## src/rtl/xl_sender_if.sv

```systemverilog
// xl_sender_if: request inputs and serial/status outputs of xl_sender.
// master drives the request side; slave is the transmitter.
interface xl_sender_if #(
  parameter int unsigned WIDTH = 8
);
  logic             start;
  logic [WIDTH-1:0] data;
  logic [3:0]       repeat_n;
  logic             check;
  logic             busy;
  logic             done;
  logic [7:0]       frame_cnt;

  modport master (
    output start, data, repeat_n,
    input  check, busy, done, frame_cnt
  );

  modport slave (
    input  start, data, repeat_n,
    output check, busy, done, frame_cnt
  );
endinterface

```

## src/rtl/xl_sender.sv

```systemverilog
// xl_sender: sends a captured frame MSB-first on check, repeated N times with logic-1 gaps.
// Define XL_SENDER_PARITY_EN to append an even-parity bit after bit 0 of every frame.
module xl_sender #(
  parameter int unsigned WIDTH = 8,
  parameter int unsigned GAP   = 2
) (
  input  logic       clk,
  input  logic       rst_n,
  xl_sender_if.slave bus
);

  localparam int unsigned  BW       = (WIDTH > 1) ? $clog2(WIDTH) : 1;
  localparam logic [BW-1:0] LAST_BIT = BW'(WIDTH - 1);
  localparam logic [3:0]    GAP_LAST = 4'(GAP - 1);

  typedef enum logic [2:0] {
    S_IDLE,
    S_SHIFT,
`ifdef XL_SENDER_PARITY_EN
    S_PARITY,
`endif
    S_GAP,
    S_DONE
  } state_t;

  state_t           r_state,  w_state;
  logic [WIDTH-1:0] r_data,   w_data;
  logic [WIDTH-1:0] r_shreg,  w_shreg;
  logic [BW-1:0]    r_bit_cnt, w_bit_cnt;
  logic [3:0]       r_gap_cnt, w_gap_cnt;
  logic [3:0]       r_rem,    w_rem;
  logic             r_check,  w_check;
  logic             r_busy,   w_busy;
  logic             r_done,   w_done;
  logic [7:0]       r_frame_cnt, w_frame_cnt;

  always_ff @(posedge clk or negedge rst_n) begin
    if (!rst_n) begin
      r_state     <= S_IDLE;
      r_data      <= '0;
      r_shreg     <= '0;
      r_bit_cnt   <= '0;
      r_gap_cnt   <= '0;
      r_rem       <= '0;
      r_check     <= 1'b1;
      r_busy      <= 1'b0;
      r_done      <= 1'b0;
      r_frame_cnt <= '0;
    end else begin
      r_state     <= w_state;
      r_data      <= w_data;
      r_shreg     <= w_shreg;
      r_bit_cnt   <= w_bit_cnt;
      r_gap_cnt   <= w_gap_cnt;
      r_rem       <= w_rem;
      r_check     <= w_check;
      r_busy      <= w_busy;
      r_done      <= w_done;
      r_frame_cnt <= w_frame_cnt;
    end
  end

  // Outputs are computed for the next state and registered, so check always
  // carries the bit belonging to the state held in r_state.
  always_comb begin
    w_state     = r_state;
    w_data      = r_data;
    w_shreg     = r_shreg;
    w_bit_cnt   = r_bit_cnt;
    w_gap_cnt   = r_gap_cnt;
    w_rem       = r_rem;
    w_check     = 1'b1;
    w_done      = 1'b0;
    w_frame_cnt = r_frame_cnt;

    unique case (r_state)
      S_IDLE: begin
        if (bus.start) begin
          w_state   = S_SHIFT;
          w_data    = bus.data;
          w_check   = bus.data[WIDTH-1];
          w_shreg   = bus.data << 1;
          w_bit_cnt = LAST_BIT;
          w_rem     = (bus.repeat_n == 4'd0) ? 4'd1 : bus.repeat_n;
        end
      end

      S_SHIFT: begin
        if (r_bit_cnt != '0) begin
          w_check   = r_shreg[WIDTH-1];
          w_shreg   = r_shreg << 1;
          w_bit_cnt = r_bit_cnt - BW'(1);
        end else begin
`ifdef XL_SENDER_PARITY_EN
          w_state   = S_PARITY;
          w_check   = ^r_data;
`else
          w_state   = S_GAP;
          w_gap_cnt = GAP_LAST;
`endif
        end
      end

`ifdef XL_SENDER_PARITY_EN
      S_PARITY: begin
        w_state   = S_GAP;
        w_gap_cnt = GAP_LAST;
      end
`endif

      S_GAP: begin
        if (r_gap_cnt != '0) begin
          w_gap_cnt = r_gap_cnt - 4'd1;
        end else begin
          w_frame_cnt = r_frame_cnt + 8'd1;
          if (r_rem > 4'd1) begin
            w_rem     = r_rem - 4'd1;
            w_state   = S_SHIFT;
            w_check   = r_data[WIDTH-1];
            w_shreg   = r_data << 1;
            w_bit_cnt = LAST_BIT;
          end else begin
            w_rem   = '0;
            w_state = S_DONE;
            w_done  = 1'b1;
          end
        end
      end

      S_DONE: w_state = S_IDLE;

      default: w_state = S_IDLE;
    endcase

    w_busy = (w_state != S_IDLE) && (w_state != S_DONE);
  end

  assign bus.check     = r_check;
  assign bus.busy      = r_busy;
  assign bus.done      = r_done;
  assign bus.frame_cnt = r_frame_cnt;

endmodule

```

## src/flat_wrapper.sv

```systemverilog
// flat-port wrapper written by rule: the top's interface ports become plain ports
module xl_sender_flat 
#(
  parameter int unsigned WIDTH = 8,
  parameter int unsigned GAP   = 2
)
  (clk, rst_n, bus_start, bus_data, bus_repeat_n, bus_check, bus_busy, bus_done, bus_frame_cnt);
  xl_sender_if #(.WIDTH(WIDTH)) bus_i ();
  input  logic clk;
  input  logic rst_n;
  input wire logic [$bits(bus_i.start)-1:0] bus_start;
  input wire logic [$bits(bus_i.data)-1:0] bus_data;
  input wire logic [$bits(bus_i.repeat_n)-1:0] bus_repeat_n;
  output wire logic [$bits(bus_i.check)-1:0] bus_check;
  output wire logic [$bits(bus_i.busy)-1:0] bus_busy;
  output wire logic [$bits(bus_i.done)-1:0] bus_done;
  output wire logic [$bits(bus_i.frame_cnt)-1:0] bus_frame_cnt;
  assign bus_i.start = bus_start;
  assign bus_i.data = bus_data;
  assign bus_i.repeat_n = bus_repeat_n;
  assign bus_check = bus_i.check;
  assign bus_busy = bus_i.busy;
  assign bus_done = bus_i.done;
  assign bus_frame_cnt = bus_i.frame_cnt;
  xl_sender #(.WIDTH(WIDTH), .GAP(GAP)) u_core (.clk(clk), .rst_n(rst_n), .bus(bus_i));
endmodule
```

## config.mk

```make
export PLATFORM = sky130hd
export DESIGN_NAME = xl_sender_flat
export DESIGN_NICKNAME = d
export VERILOG_FILES = /design/src/rtl/xl_sender_if.sv /design/src/rtl/xl_sender.sv /design/src/flat_wrapper.sv
export SDC_FILE = /design/constraint.sdc
export NUM_CORES = 1
export LEC_CHECK = 0
export CAP_MARGIN = 10
export CORE_MARGIN = 4
export CORE_UTILIZATION = 55
export CTS_CLUSTER_SIZE = 40
export DETAILED_ROUTE_END_ITERATION = 16
export GPL_ROUTABILITY_DRIVEN = 0
export PLACE_DENSITY = 0.83
export SYNTH_ARGS = -nofsm -noshare
export SYNTH_HDL_FRONTEND = slang
export SYNTH_SLANG_ARGS = --single-unit
```

## constraint.sdc

```tcl
create_clock -name clk -period 2.6 [get_ports clk]
set_clock_uncertainty 0.05 [all_clocks]
set_input_delay 0.78 -clock clk [delete_from_list [all_inputs] [get_ports clk]]
set_output_delay 0.78 -clock clk [all_outputs]
set_load 0.02 [all_outputs]
```

==> results summary, run 1 <==
The worst hold slack after final layout is 418 ps. The area of placed instances is 2490 um^2. The flow ran to the end, and the final reports show no timing, DRC or antenna violations. The maximum number of pins on one net before global-route repair came out at 26. The number of distinct library cell variants in the gate-level netlist after synthesis came out at 44. The share of total power dissipated in the clock network is 0.263. The fraction of layout cells with a size suffix above 1 is 0.197. The worst hold path terminates at u_core.bus.frame_cnt[7]$_DFFE_PN0P_. The summed instance area of the synthesized netlist came out at 2170 um^2. In this run, post-CTS repair resized a total of 0 instances.

The largest stage delay on the critical path came out at 590 ps. The final sum of negative setup slack is 0 ps. The number of nets with antenna violations after detailed routing came out at 0. For this block, the routed nets add up to 4.14 mm of wire. The number of buffers added to fix hold violations after cts came out at 0. The number of warnings reported in the yosys synthesis log came out at 0. The initial standard-cell utilization of the core is 0.580. The library cell occupying the most area in the post-synthesis netlist is sky130_fd_sc_hd__dfrtp_1. Dividing the synthesized area by the synthesized cell count gives 11.1 um^2. The floorplan step defined a core boundary enclosing 3740 um^2. Measured against its own limit, the worst slew margin works out to 0.594. The via count of the first global-routing pass came out at 1525. The slowest stage of the critical path is the sky130_fd_sc_hd__clkdlybuf4s50_1 cell. The number of buffers added by the clock tree synthesis step came out at 5. The net count of the finished layout is 250. The reg-to-reg critical path startpoint is u_core.r_gap_cnt[0]$_DFFE_PN0P_. The number of instances in the placed design came out at 269.

The arrival time of data at the critical path endpoint came out at 1430 ps. The net switching power came out at 0.449 mW. The proportion of netlist area held by the largest area contributor came out at 0.450. The number of rows created at floorplan is 22.

The global-route usage over all layers came out at 0.177. From bottom edge to top edge, the die measures 70.8 um. The buffer type at the clock tree root is sky130_fd_sc_hd__clkbuf_8.

Using the TritonRoute via totals, the vias-per-cell ratio works out to 5.57. The worst setup path is launched from a flop. The sequential-to-total area share from yosys stat is 0.462. TritonCTS built the clock tree. The signal on the critical path passes through clkdlybuf4s50_1. After the first detailed-routing iteration, the DRC count stood at 84. The kind of path behind the tightest hold check is reg -> reg. The number of buffer and inverter instances along the worst setup path came out at 1.

The fraction of power spent switching nets came out at 0.289. The fraction of power consumed by sequential logic is 0.510. The antenna diode count came out at 0. Cell internal power was estimated by the tool at 1.11 mW.

Grouping stages by cell kind, the critical path spends the most delay in buffers and inverters. The combinational power share is 0.227. The pin slew with the least headroom to its limit came out at 604 ps. The via count of the routed design came out at 1543. In this run the tool buffered the top-level ports with 25 buffer cells.

The critical path in this run is classified as reg -> out. Detailed placement ended at an HPWL of 3.06 mm. The final cell count without fillers is 277. The minimum clock period came out at 2260 ps.

The category of the worst setup path capture point is an output pin. The worst reg-to-reg path cell count came out at 6. The width of the die is 70.8 um. In this run the post-CTS setup repair buffer count came out at 0.

The synthesized instance count came out at 195. The maximum buffer depth of the clock tree came out at 2. The number of endpoints with negative hold slack in the final report is 0. The final clock period utilization by the worst path came out at 0.869.

The insertion delay to the later sink of the worst-skew pair came out at 300 ps. In this run the most critical hold path is launched from u_core.bus.frame_cnt[7]$_DFFE_PN0P_. The top cell types in the final layout, fill and taps aside, are sky130_fd_sc_hd__dfrtp_1 (39), sky130_fd_sc_hd__clkdlybuf4s50_1 (24), sky130_fd_sc_hd__o21ai_0 (14). For this run, design rule violations remaining after detail routing come to 0. The initial antenna violation count came out at 0. The die covers 5010 um^2. The number of enable-type register cells in the synthesized netlist came out at 0. The number of nets handed over by synthesis was 217. The maximum resistive drop on vdd came out at 0.000315 V. After synthesis, the cell types taking the most area are sky130_fd_sc_hd__dfrtp_1 (45%), sky130_fd_sc_hd__mux2_2 (6.2%), sky130_fd_sc_hd__mux2_4 (4.2%), sky130_fd_sc_hd__ha_1 (4.0%), sky130_fd_sc_hd__o21ai_0 (3.2%).

The average routed wire per standard cell is 14.9 um. Among all flip-flop cells after synthesis, the most frequent one is sky130_fd_sc_hd__dfrtp_1. The final number of setup-violating endpoints came out at 0.

The synthesized design contains 40 register bits. The final max-slew violation count was 0. The maximum clock frequency came out at 0.443 GHz. The register-to-register path setup slack came out at 480 ps.

The library cell used most frequently in the layout, excluding fill and tap cells, is sky130_fd_sc_hd__dfrtp_1. The number of ports placed on the die boundary came out at 26. The number of H-tree levels came out at 2. Setup repair after global routing left no endpoint under its margin. Compared with the post-synthesis result, the final layout area differs by 18.7%. The first detailed-routing pass ran for 4 iterations. Max-cap violations in this run came to 0. The wire length of the first global-routing pass came out at 7.00 mm.

The reg-to-reg endpoint is u_core.r_shreg[7]$_DFFE_PN0P_. The clock transition at the register clock pins on the worst setup and hold paths after CTS came out at 80 ps. The leakage power is 1.13 nW.

The instance count along the most critical hold path is 1. Along the worst path, the maximum fanout reaches 1. The finished cells cover 2580 um^2. The power per standard cell area came out at 603 nW/um^2. The overflow left after global routing came out at 0.

The number of clock sinks is 40. Data on the critical path is required at its endpoint by 1770 ps. In the synthesized netlist the async set-or-reset flop fraction comes to 1.00.
cell families after synthesis:
| logic type | Yosys count | share of synthesized area |
|---|---|---|
| other | 1 | 0.00173 |
| multiplexers | 18 | 0.104 |
| buffers and inverters | 16 | 0.0375 |
| adder cells (fa/ha/maj) | 7 | 0.0404 |
| flip-flops | 40 | 0.462 |
| AO/OA/AOI/OAI | 43 | 0.145 |
| AND/OR/NAND/NOR | 61 | 0.173 |
| XOR/XNOR | 9 | 0.0363 |
cells in the mapped netlist (2+ instances only):
| library cell | number |
|---|---|
| sky130_fd_sc_hd__dfrtp_1 | 39 |
| sky130_fd_sc_hd__o21ai_0 | 14 |
| sky130_fd_sc_hd__nor3_1 | 13 |
| sky130_fd_sc_hd__mux2_2 | 12 |
| sky130_fd_sc_hd__nor2_1 | 11 |
| sky130_fd_sc_hd__inv_1 | 8 |
| sky130_fd_sc_hd__ha_1 | 7 |
| sky130_fd_sc_hd__nor2b_1 | 7 |
| sky130_fd_sc_hd__o21bai_1 | 7 |
| sky130_fd_sc_hd__mux2_4 | 6 |
| sky130_fd_sc_hd__nand2_1 | 6 |
| sky130_fd_sc_hd__nand3_1 | 6 |
| sky130_fd_sc_hd__o311a_1 | 6 |
| sky130_fd_sc_hd__xor2_1 | 5 |
| sky130_fd_sc_hd__a21oi_1 | 4 |
| sky130_fd_sc_hd__nand2b_1 | 4 |
| sky130_fd_sc_hd__xnor2_1 | 4 |
| sky130_fd_sc_hd__a2bb2oi_1 | 3 |
| sky130_fd_sc_hd__buf_4 | 3 |
| sky130_fd_sc_hd__a21o_1 | 2 |
| sky130_fd_sc_hd__buf_2 | 2 |
| sky130_fd_sc_hd__clkbuf_1 | 2 |
| sky130_fd_sc_hd__o31ai_1 | 2 |
| sky130_fd_sc_hd__or3b_1 | 2 |
how the worst max path moves through the flow:
stage	start	to	cells past startpoint
floorplan	u_core.r_gap_cnt[0]$_DFFE_PN0P_	u_core.r_shreg[1]$_DFFE_PN0P_	7
global placement	bus_start	u_core.r_shreg[7]$_DFFE_PN0P_	4
detailed placement	bus_start	u_core.r_shreg[7]$_DFFE_PN0P_	4
CTS	u_core.bus.check$_DFF_PN1_	bus_check	1
global route	u_core.bus.check$_DFF_PN1_	bus_check	1
finish	u_core.bus.check$_DFF_PN1_	bus_check	1
registers in the layout, indices dropped and copies added, names as in the netlist:
register              count
u_core.bus.check          1
u_core.bus.frame_cnt      8
u_core.r_gap_cnt          4
u_core.r_rem              4
u_core.bus.busy           1
u_core.r_shreg            7
u_core.r_bit_cnt          3
u_core.r_state            3
u_core.bus.done           1
u_core.r_data             8
metrics by stage:
| stage | utilization | total power, mW | setup slack (ps) |
|---|---|---|---|
| 3_5_place_dp | 0.665 | 1.16 | 213 |
| 3_3_place_gp | 0.665 | 1.14 | 238 |
| 4_1_cts | 0.688 | 1.57 | 329 |
| 6_report | 0.688 | 1.55 | 340 |
| 5_1_grt | 0.688 | 1.65 | 318 |
| 2_1_floorplan | - | 1.05 | 688 |
metal layers:
metal / vias up / global-route usage / share of wire
li1: 765 / - / -
met3: 6 / 0.0469 / 0.041
met4: 0 / 0.0689 / 0.017
met1: 738 / 0.233 / 0.46
met5: - / 0 / 0
met2: 34 / 0.280 / 0.48
cell type report:
class | count | area, um^2
Tap cell | 48 | 60.1
Timing Repair Buffer | 34 | 313
Sequential cell | 40 | 1000
Multi-Input combinational cell | 139 | 1090
Clock buffer | 6 | 72.6
Inverter | 8 | 30.0
Clock inverter | 2 | 12.5
Fill cell | 293 | 1170
power groups by stage:
stage | clock network, mW | logic (mW) | registers (mW)
detailed placement | 0 | 0.357 | 0.799
global route | 0.448 | 0.392 | 0.807
global placement | 0 | 0.340 | 0.800
finish | 0.408 | 0.353 | 0.792
floorplan | 0 | 0.260 | 0.786
CTS | 0.424 | 0.356 | 0.791
No activity file was read; power rests on OpenSTA's default activity.
==> run 2, diff against run 1 <==
--- a/config.mk
+++ b/config.mk
@@ -11,7 +11,8 @@
 export CTS_CLUSTER_SIZE = 40
 export DETAILED_ROUTE_END_ITERATION = 16
 export GPL_ROUTABILITY_DRIVEN = 0
-export PLACE_DENSITY = 0.83
+export PLACE_DENSITY_LB_ADDON = 0.3
+export SETUP_SLACK_MARGIN = 0.4
 export SYNTH_ARGS = -nofsm -noshare
 export SYNTH_HDL_FRONTEND = slang
 export SYNTH_SLANG_ARGS = --single-unit
==> results summary, run 2 (synthesized netlist as in run 1, its figures left out) <==
The remaining routing DRC violations came out at 0 (unchanged). The maximum resistive drop on vdd is 0.000423 V (+34%). The wire length of the first global-routing pass is 7.46 mm (+6.5%). The clock transition at the register clock pins on the worst setup and hold paths after CTS came to 80 ps (about the same). The clock tree from TritonCTS is done.

The net switching power came to 0.440 mW (-1.9%). The fraction of power consumed by sequential logic came out at 0.485 (-0.025). The share of total power in the clock network came to 0.300 (+0.037).

The register-to-register path setup slack was 490 ps (about the same). The initial standard-cell utilization of the core came to 0.580 (unchanged). The type of the worst setup path is reg -> out. The power per standard cell area came out at 632 nW/um^2 (+4.7%). The number of endpoints with negative hold slack in the final report came to 0 (unchanged). The maximum number of pins on one net before global-route repair was 25 (-3.8%). The number of search-and-repair iterations in the first detailed-routing pass is 4 (unchanged). The worst reg-to-reg path cell count came out at 6 (unchanged). Leaving out fill and tap cells, the most frequent cell in the layout is sky130_fd_sc_hd__dfrtp_1. Setup repair after global routing could not meet its margin everywhere. The number of rows created at floorplan came out at 22 (unchanged). The top fanout value on the critical path came to 4 (+3). The minimum clock period came out at 2170 ps (-87.1 ps).

The die outline area came out at 5010 um^2 (unchanged). The worst register-to-register path ends at u_core.r_shreg[7]$_DFFE_PN0P_. The category of the worst setup path capture point is an output pin. The cell family contributing the most delay on the critical path is buffers and inverters.

The first-iteration detailed-routing DRC count is 65 (-23%). The antenna diode count is 0 (unchanged). The number of port buffers is 25 (unchanged). The cell at the slowest stage of the critical path is sky130_fd_sc_hd__clkdlybuf4s50_1. The number of ports placed on the die boundary was 26 (unchanged). The number of violations of the max-capacitance limit is 0 (unchanged).

The largest stage delay on the critical path came out at 630 ps (+40 ps). The number of clock sinks came out at 40 (unchanged). The top cell types in the final layout, fill and taps aside, are sky130_fd_sc_hd__dfrtp_1 (38), sky130_fd_sc_hd__clkdlybuf4s50_1 (19), sky130_fd_sc_hd__o21ai_0 (14).

The arrival time of data at the critical path endpoint is 1340 ps (-90 ps). The initial antenna violation count came out at 0 (unchanged). The global-route usage over all layers came to 0.187 (+0.00964). The floorplan die height is 70.8 um (unchanged). The headroom to the max-slew limit is 0.579 (-0.0144). The final cell count without fillers came to 276 (-0.36%). The via count of the routed design is 1596 (+3.4%). The number of nets with antenna violations after detailed routing was 0 (unchanged).

The detailed-route wire length is 4.36 mm (+5.4%). The highest layer touched by signal routing is met4. The worst setup path is launched from a flop. The final worst setup slack is 427 ps (+87.1 ps).

The maximum clock frequency came out at 0.460 GHz (+4.0%). The fraction of power spent switching nets is 0.268 (-0.0202). The number of buffer and inverter instances along the worst setup path is 1 (unchanged). The pin slew with the least headroom to its limit is 626 ps (+21.4 ps). The post-DP HPWL is 3.20 mm (+4.4%). The internal portion of total power was 1.20 mW (+8.6%). The combinational power share is 0.214 (-0.013). The detailed-routed wire length on met3 is 173 um (+2.4%). In this run the critical register-to-register path is launched from u_core.r_gap_cnt[0]$_DFFE_PN0P_.

Clock tree synthesis selected as its root buffer the cell sky130_fd_sc_hd__clkbuf_8. The wire length on met2 came out at 2.08 mm (+5.2%). The area of placed instances came out at 2480 um^2 (-0.30%). The average via count per standard cell came out at 5.78 (+3.8%). The number of setup buffers added after CTS is 0 (unchanged). The number of buffers added to fix hold violations after cts came to 0 (unchanged). The average routed wire per standard cell is 15.8 um (+5.8%). The net count of the finished layout is 249 (-0.40%). The width of the die is 70.8 um (unchanged). The via count of the first global-routing pass is 1637 (+7.3%). The number of fill cells came out at 280 (-4.4%). The insertion delay to the later sink of the worst-skew pair came to 290 ps (about the same). The number of instances in the placed design was 268 (-0.37%).

The worst setup slack after placement is 185 ps (-28.5 ps). The placeable core region came out at 3740 um^2 (unchanged). The overflow left after global routing came out at 0 (unchanged). The final standard cell area without fillers is 2600 um^2 (+0.83%). Compared with the post-synthesis result, the final layout area differs by 19.7%.

The maximum buffer depth of the clock tree came out at 2 (unchanged). The leakage power came out at 1.20 nW (+6.0%). The final max-slew violation count is 0 (unchanged).

The signal on the critical path passes through clkdlybuf4s50_1. The run finished with clean final reports. The endpoint required time on the critical path is 1770 ps (about the same). The number of buffers added by the clock tree synthesis step came out at 5 (unchanged). The kind of path behind the tightest hold check is in -> async.

The number of H-tree levels is 2 (unchanged). The fraction of layout cells with a size suffix above 1 is 0.197 (+0.000862). The final number of setup-violating endpoints came out at 0 (unchanged). The met1 routed wirelength after detailed routing came out at 2.04 mm (+6.6%). The worst hold slack after final layout came out at 416 ps (-2.16 ps).

The final clock period utilization by the worst path is 0.836 (-0.0335). The final sum of negative setup slack is 0 ps (unchanged).
==> run 2: timing repair <==
action	4_1_cts	5_1_grt
gates cloned	0	0
endpoints found under the setup margin	2	4
hold endpoints to repair	0	0
pin swaps	0	0
gates resized for setup	2	4
==> run 2: worst max-delay path by stage <==
stage,startpoint,slack [ps],cells past startpoint,end
5_1_grt,u_core.bus.frame_cnt[1]$_DFFE_PN0P_,390,1,bus_frame_cnt[1]
3_3_place_gp,bus_start,220,4,u_core.r_shreg[7]$_DFFE_PN0P_
4_1_cts,u_core.bus.frame_cnt[0]$_DFFE_PN0P_,410,1,bus_frame_cnt[0]
2_1_floorplan,u_core.r_gap_cnt[0]$_DFFE_PN0P_,690,7,u_core.r_shreg[1]$_DFFE_PN0P_
6_report,u_core.bus.frame_cnt[4]$_DFFE_PN0P_,430,1,bus_frame_cnt[4]
3_5_place_dp,bus_start,180,4,u_core.r_shreg[7]$_DFFE_PN0P_
==> run 2: stage by stage <==
step           total power, mW   util
4_1_cts                   1.66  0.692
5_1_grt                   1.74  0.694
6_report                  1.64  0.694
3_5_place_dp              1.16  0.663
2_1_floorplan             1.05      -
3_3_place_gp              1.14  0.663
==> run 2: layout make-up <==
type | count | area, um^2 | share of cell area
Timing Repair Buffer | 33 | 310 | 0.119
Sequential cell | 40 | 1000 | 0.386
Inverter | 8 | 30.0 | 0.0116
Clock buffer | 6 | 72.6 | 0.0279
Tap cell | 48 | 60.1 | 0.0231
Clock inverter | 2 | 35.0 | 0.0135
Multi-Input combinational cell | 139 | 1090 | 0.418
==> run 2: power by group through the flow <==
stage | logic, mW | clock network, mW | registers [mW]
3_5_place_dp | 0.355 | 0 | 0.804
4_1_cts | 0.354 | 0.510 | 0.794
3_3_place_gp | 0.336 | 0 | 0.800
2_1_floorplan | 0.260 | 0 | 0.786
6_report | 0.352 | 0.493 | 0.796
5_1_grt | 0.390 | 0.540 | 0.809
==> run 2: routing by layer <==
layer / track usage / up-vias
li1: - / 766
met1: 0.250 / 796
met2: 0.298 / 29
met3: 0.0455 / 5
met4: 0.0647 / 0
met5: 0 / -
==> run 3, diff against run 2 <==
==> constraint.sdc (replaced) <==
create_clock -name clk -period 2.1 [get_ports clk]
set_clock_uncertainty 0.05 [all_clocks]
set_input_delay 0.63 -clock clk [delete_from_list [all_inputs] [get_ports clk]]
set_output_delay 0.63 -clock clk [all_outputs]
set_load 0.02 [all_outputs]
==> results summary, run 3 (synthesized netlist as in run 1, its figures left out) <==
The sequential cell area in the final layout is 1010 um^2 (+0.50%). The layout overhead on the synthesized area came out at 39.8%. The minimum clock period came out at 1950 ps. The number of rows created at floorplan is 22 (unchanged). The arrival time of data at the critical path endpoint was 2080 ps (+740 ps). Traced cell by cell, the critical path runs through or3b_1, nand2b_4, a22oi_4, buf_12, mux2_4. The number of violations of the max-capacitance limit came out at 0 (unchanged). STA classifies the critical path endpoint as a flop. The via count of the first global-routing pass came out at 1765 (+7.8%). The remaining routing DRC violations came out at 0 (unchanged).

The clock transition at the register clock pins on the worst setup and hold paths after CTS is 80 ps (about the same). The register-to-register path setup slack is 150 ps (-340 ps). The buffer type at the clock tree root is sky130_fd_sc_hd__clkbuf_8. The via count of the routed design is 1772 (+11%). The post-DP HPWL came out at 3.29 mm (+2.9%). The final number of setup-violating endpoints is 0 (unchanged). The number of port buffers is 25 (unchanged). Setup repair after global routing could not meet its margin everywhere. The number of buffers added by the clock tree synthesis step is 5 (unchanged).

The worst setup path is of the reg -> reg kind. The wire length of the first global-routing pass is 8.67 mm (+16%). The insertion delay to the later sink of the worst-skew pair is 290 ps (about the same). The number of search-and-repair iterations in the first detailed-routing pass is 4 (unchanged).

The reg-to-reg critical path startpoint is u_core.r_state[0]$_DFF_PN0_. The power per standard cell area is 726 nW/um^2 (+15%). The number of buffers added to fix hold violations after cts came out at 0 (unchanged). The maximum resistive drop on vdd came to 0.000491 V (+16%).

The worst reg-to-reg path cell count came out at 5 (-1). The area used by multi-input combinational logic came out at 1260 um^2 (+16%). The final clock period utilization by the worst path is 0.929. The number of nets with antenna violations after detailed routing came out at 0 (unchanged). The worst setup path is launched from a flop. The number of buffer and inverter instances along the worst setup path is 1 (unchanged). The number of ports placed on the die boundary is 26 (unchanged).

The number of H-tree levels is 2 (unchanged). The net count of the finished layout was 277 (+11%). The width of the die came to 70.8 um (unchanged). The library cells used most frequently in the layout, excluding fill and tap cells, are sky130_fd_sc_hd__dfrtp_1 (34), sky130_fd_sc_hd__buf_4 (25), sky130_fd_sc_hd__nor3_1 (12), sky130_fd_sc_hd__clkdlybuf4s50_1 (12), sky130_fd_sc_hd__o21ai_0 (10). The initial standard-cell utilization of the core came out at 0.580 (unchanged).

The final cell count without fillers was 304 (+10%). The largest stage delay on the critical path came out at 490 ps (-140 ps). TritonCTS built the clock tree. The fraction of layout cells with a size suffix above 1 is 0.418 (+0.221).

The endpoint identified for the worst register-to-register timing path is u_core.r_shreg[5]$_DFFE_PN0P_. The top fanout value on the critical path came out at 6 (+2). The final max-slew violation count is 0 (unchanged). The slowest stage of the critical path is the sky130_fd_sc_hd__dfrtp_1 cell. The floorplan die height came to 70.8 um (unchanged).

The core occupancy in the finished layout is 0.810 (+0.116). The die outline area came out at 5010 um^2 (unchanged). The kind of path behind the tightest hold check is in -> async.

The average routed wire per standard cell is 18.8 um (+19%). The overflow left after global routing is 0 (unchanged). The maximum number of pins on one net before global-route repair came to 23 (-8.0%). The run finished with clean final reports. The number of endpoints with negative hold slack in the final report came out at 0 (unchanged). The detailed-route wire length came out at 5.71 mm (+31%). The average via count per standard cell came out at 5.83 (+0.80%). The first-iteration detailed-routing DRC count came out at 117 (+80%). The maximum clock frequency is 0.512 GHz. The placeable core region came out at 3740 um^2 (unchanged).

The endpoint required time on the critical path came out at 2230 ps (+460 ps). The worst hold slack after final layout came out at 232 ps (-184 ps). The initial antenna violation count came out at 0 (unchanged). The maximum buffer depth of the clock tree came out at 2 (unchanged). The library cell used most frequently in the layout, excluding fill and tap cells, is sky130_fd_sc_hd__dfrtp_1. The cell family contributing the most delay on the critical path is simple AND/OR/NAND/NOR gates. The antenna diode count came to 0 (unchanged). The number of clock sinks is 40 (unchanged). The number of fill cells is 209 (-25%). The global-route usage over all layers came to 0.219 (+0.0324). The leakage power is 1.35 nW (+13%). The number of instances in the placed design came out at 271 (+1.1%).
run 3: power by group:
part	internal, mW	switching (mW)	total [mW]
Combinational	0.381	0.284	0.664
Clock	0.268	0.263	0.531
Sequential	0.893	0.112	1.01
Total	1.54	0.659	2.20
run 3: layer usage:
| metal | GRT usage | up-vias | wire [um] | share of wire |
|---|---|---|---|---|
| li1 | - | 818 | - | - |
| met1 | 0.289 | 876 | 2420 | 0.42 |
| met2 | 0.358 | 65 | 2930 | 0.51 |
| met3 | 0.0426 | 13 | 252 | 0.044 |
| met4 | 0.0835 | 0 | 104 | 0.018 |
| met5 | 0 | - | 0 | 0 |
run 3: worst max-delay path by stage:
stage / from / end / slack (ps) / cells after the start
finish: u_core.r_state[0]$_DFF_PN0_ / u_core.r_shreg[5]$_DFFE_PN0P_ / 150 / 5
global placement: bus_start / u_core.r_shreg[2]$_DFFE_PN0P_ / -10 / 5
CTS: u_core.r_gap_cnt[0]$_DFFE_PN0P_ / u_core.r_shreg[3]$_DFFE_PN0P_ / 230 / 7
floorplan: u_core.r_gap_cnt[0]$_DFFE_PN0P_ / u_core.r_shreg[1]$_DFFE_PN0P_ / 220 / 7
detailed placement: bus_start / u_core.r_rem[0]$_DFFE_PN0P_ / -60 / 4
global route: u_core.r_state[0]$_DFF_PN0_ / u_core.r_shreg[5]$_DFFE_PN0P_ / 90 / 5
run 3: timing repair:
action | in CTS | in global routing
pin swaps | 10 | 5
setup buffers | 14 | 10
endpoints found under the setup margin | 42 | 40
cloned | 0 | 1
gates resized for setup | 59 | 25
run 3: per-stage QoR:
step,setup slack (ps),power [mW],instance area [um^2],TNS [ps]
2_1_floorplan,219,1.31,2180,0
3_3_place_gp,-11.5,1.44,2540,-67.7
3_5_place_dp,-64.4,1.47,2540,-465
4_1_cts,229,2.12,2870,0
5_1_grt,87.8,2.32,3030,0
6_report,149,2.20,3030,0
run 3: cell type report:
cell class                      instances  share of cell area
Multi-Input combinational cell        139               0.416
Sequential cell                        40               0.333
Timing Repair Buffer                   61               0.192
Inverter                                8             0.00990
Tap cell                               48              0.0198
Clock buffer                            8              0.0297
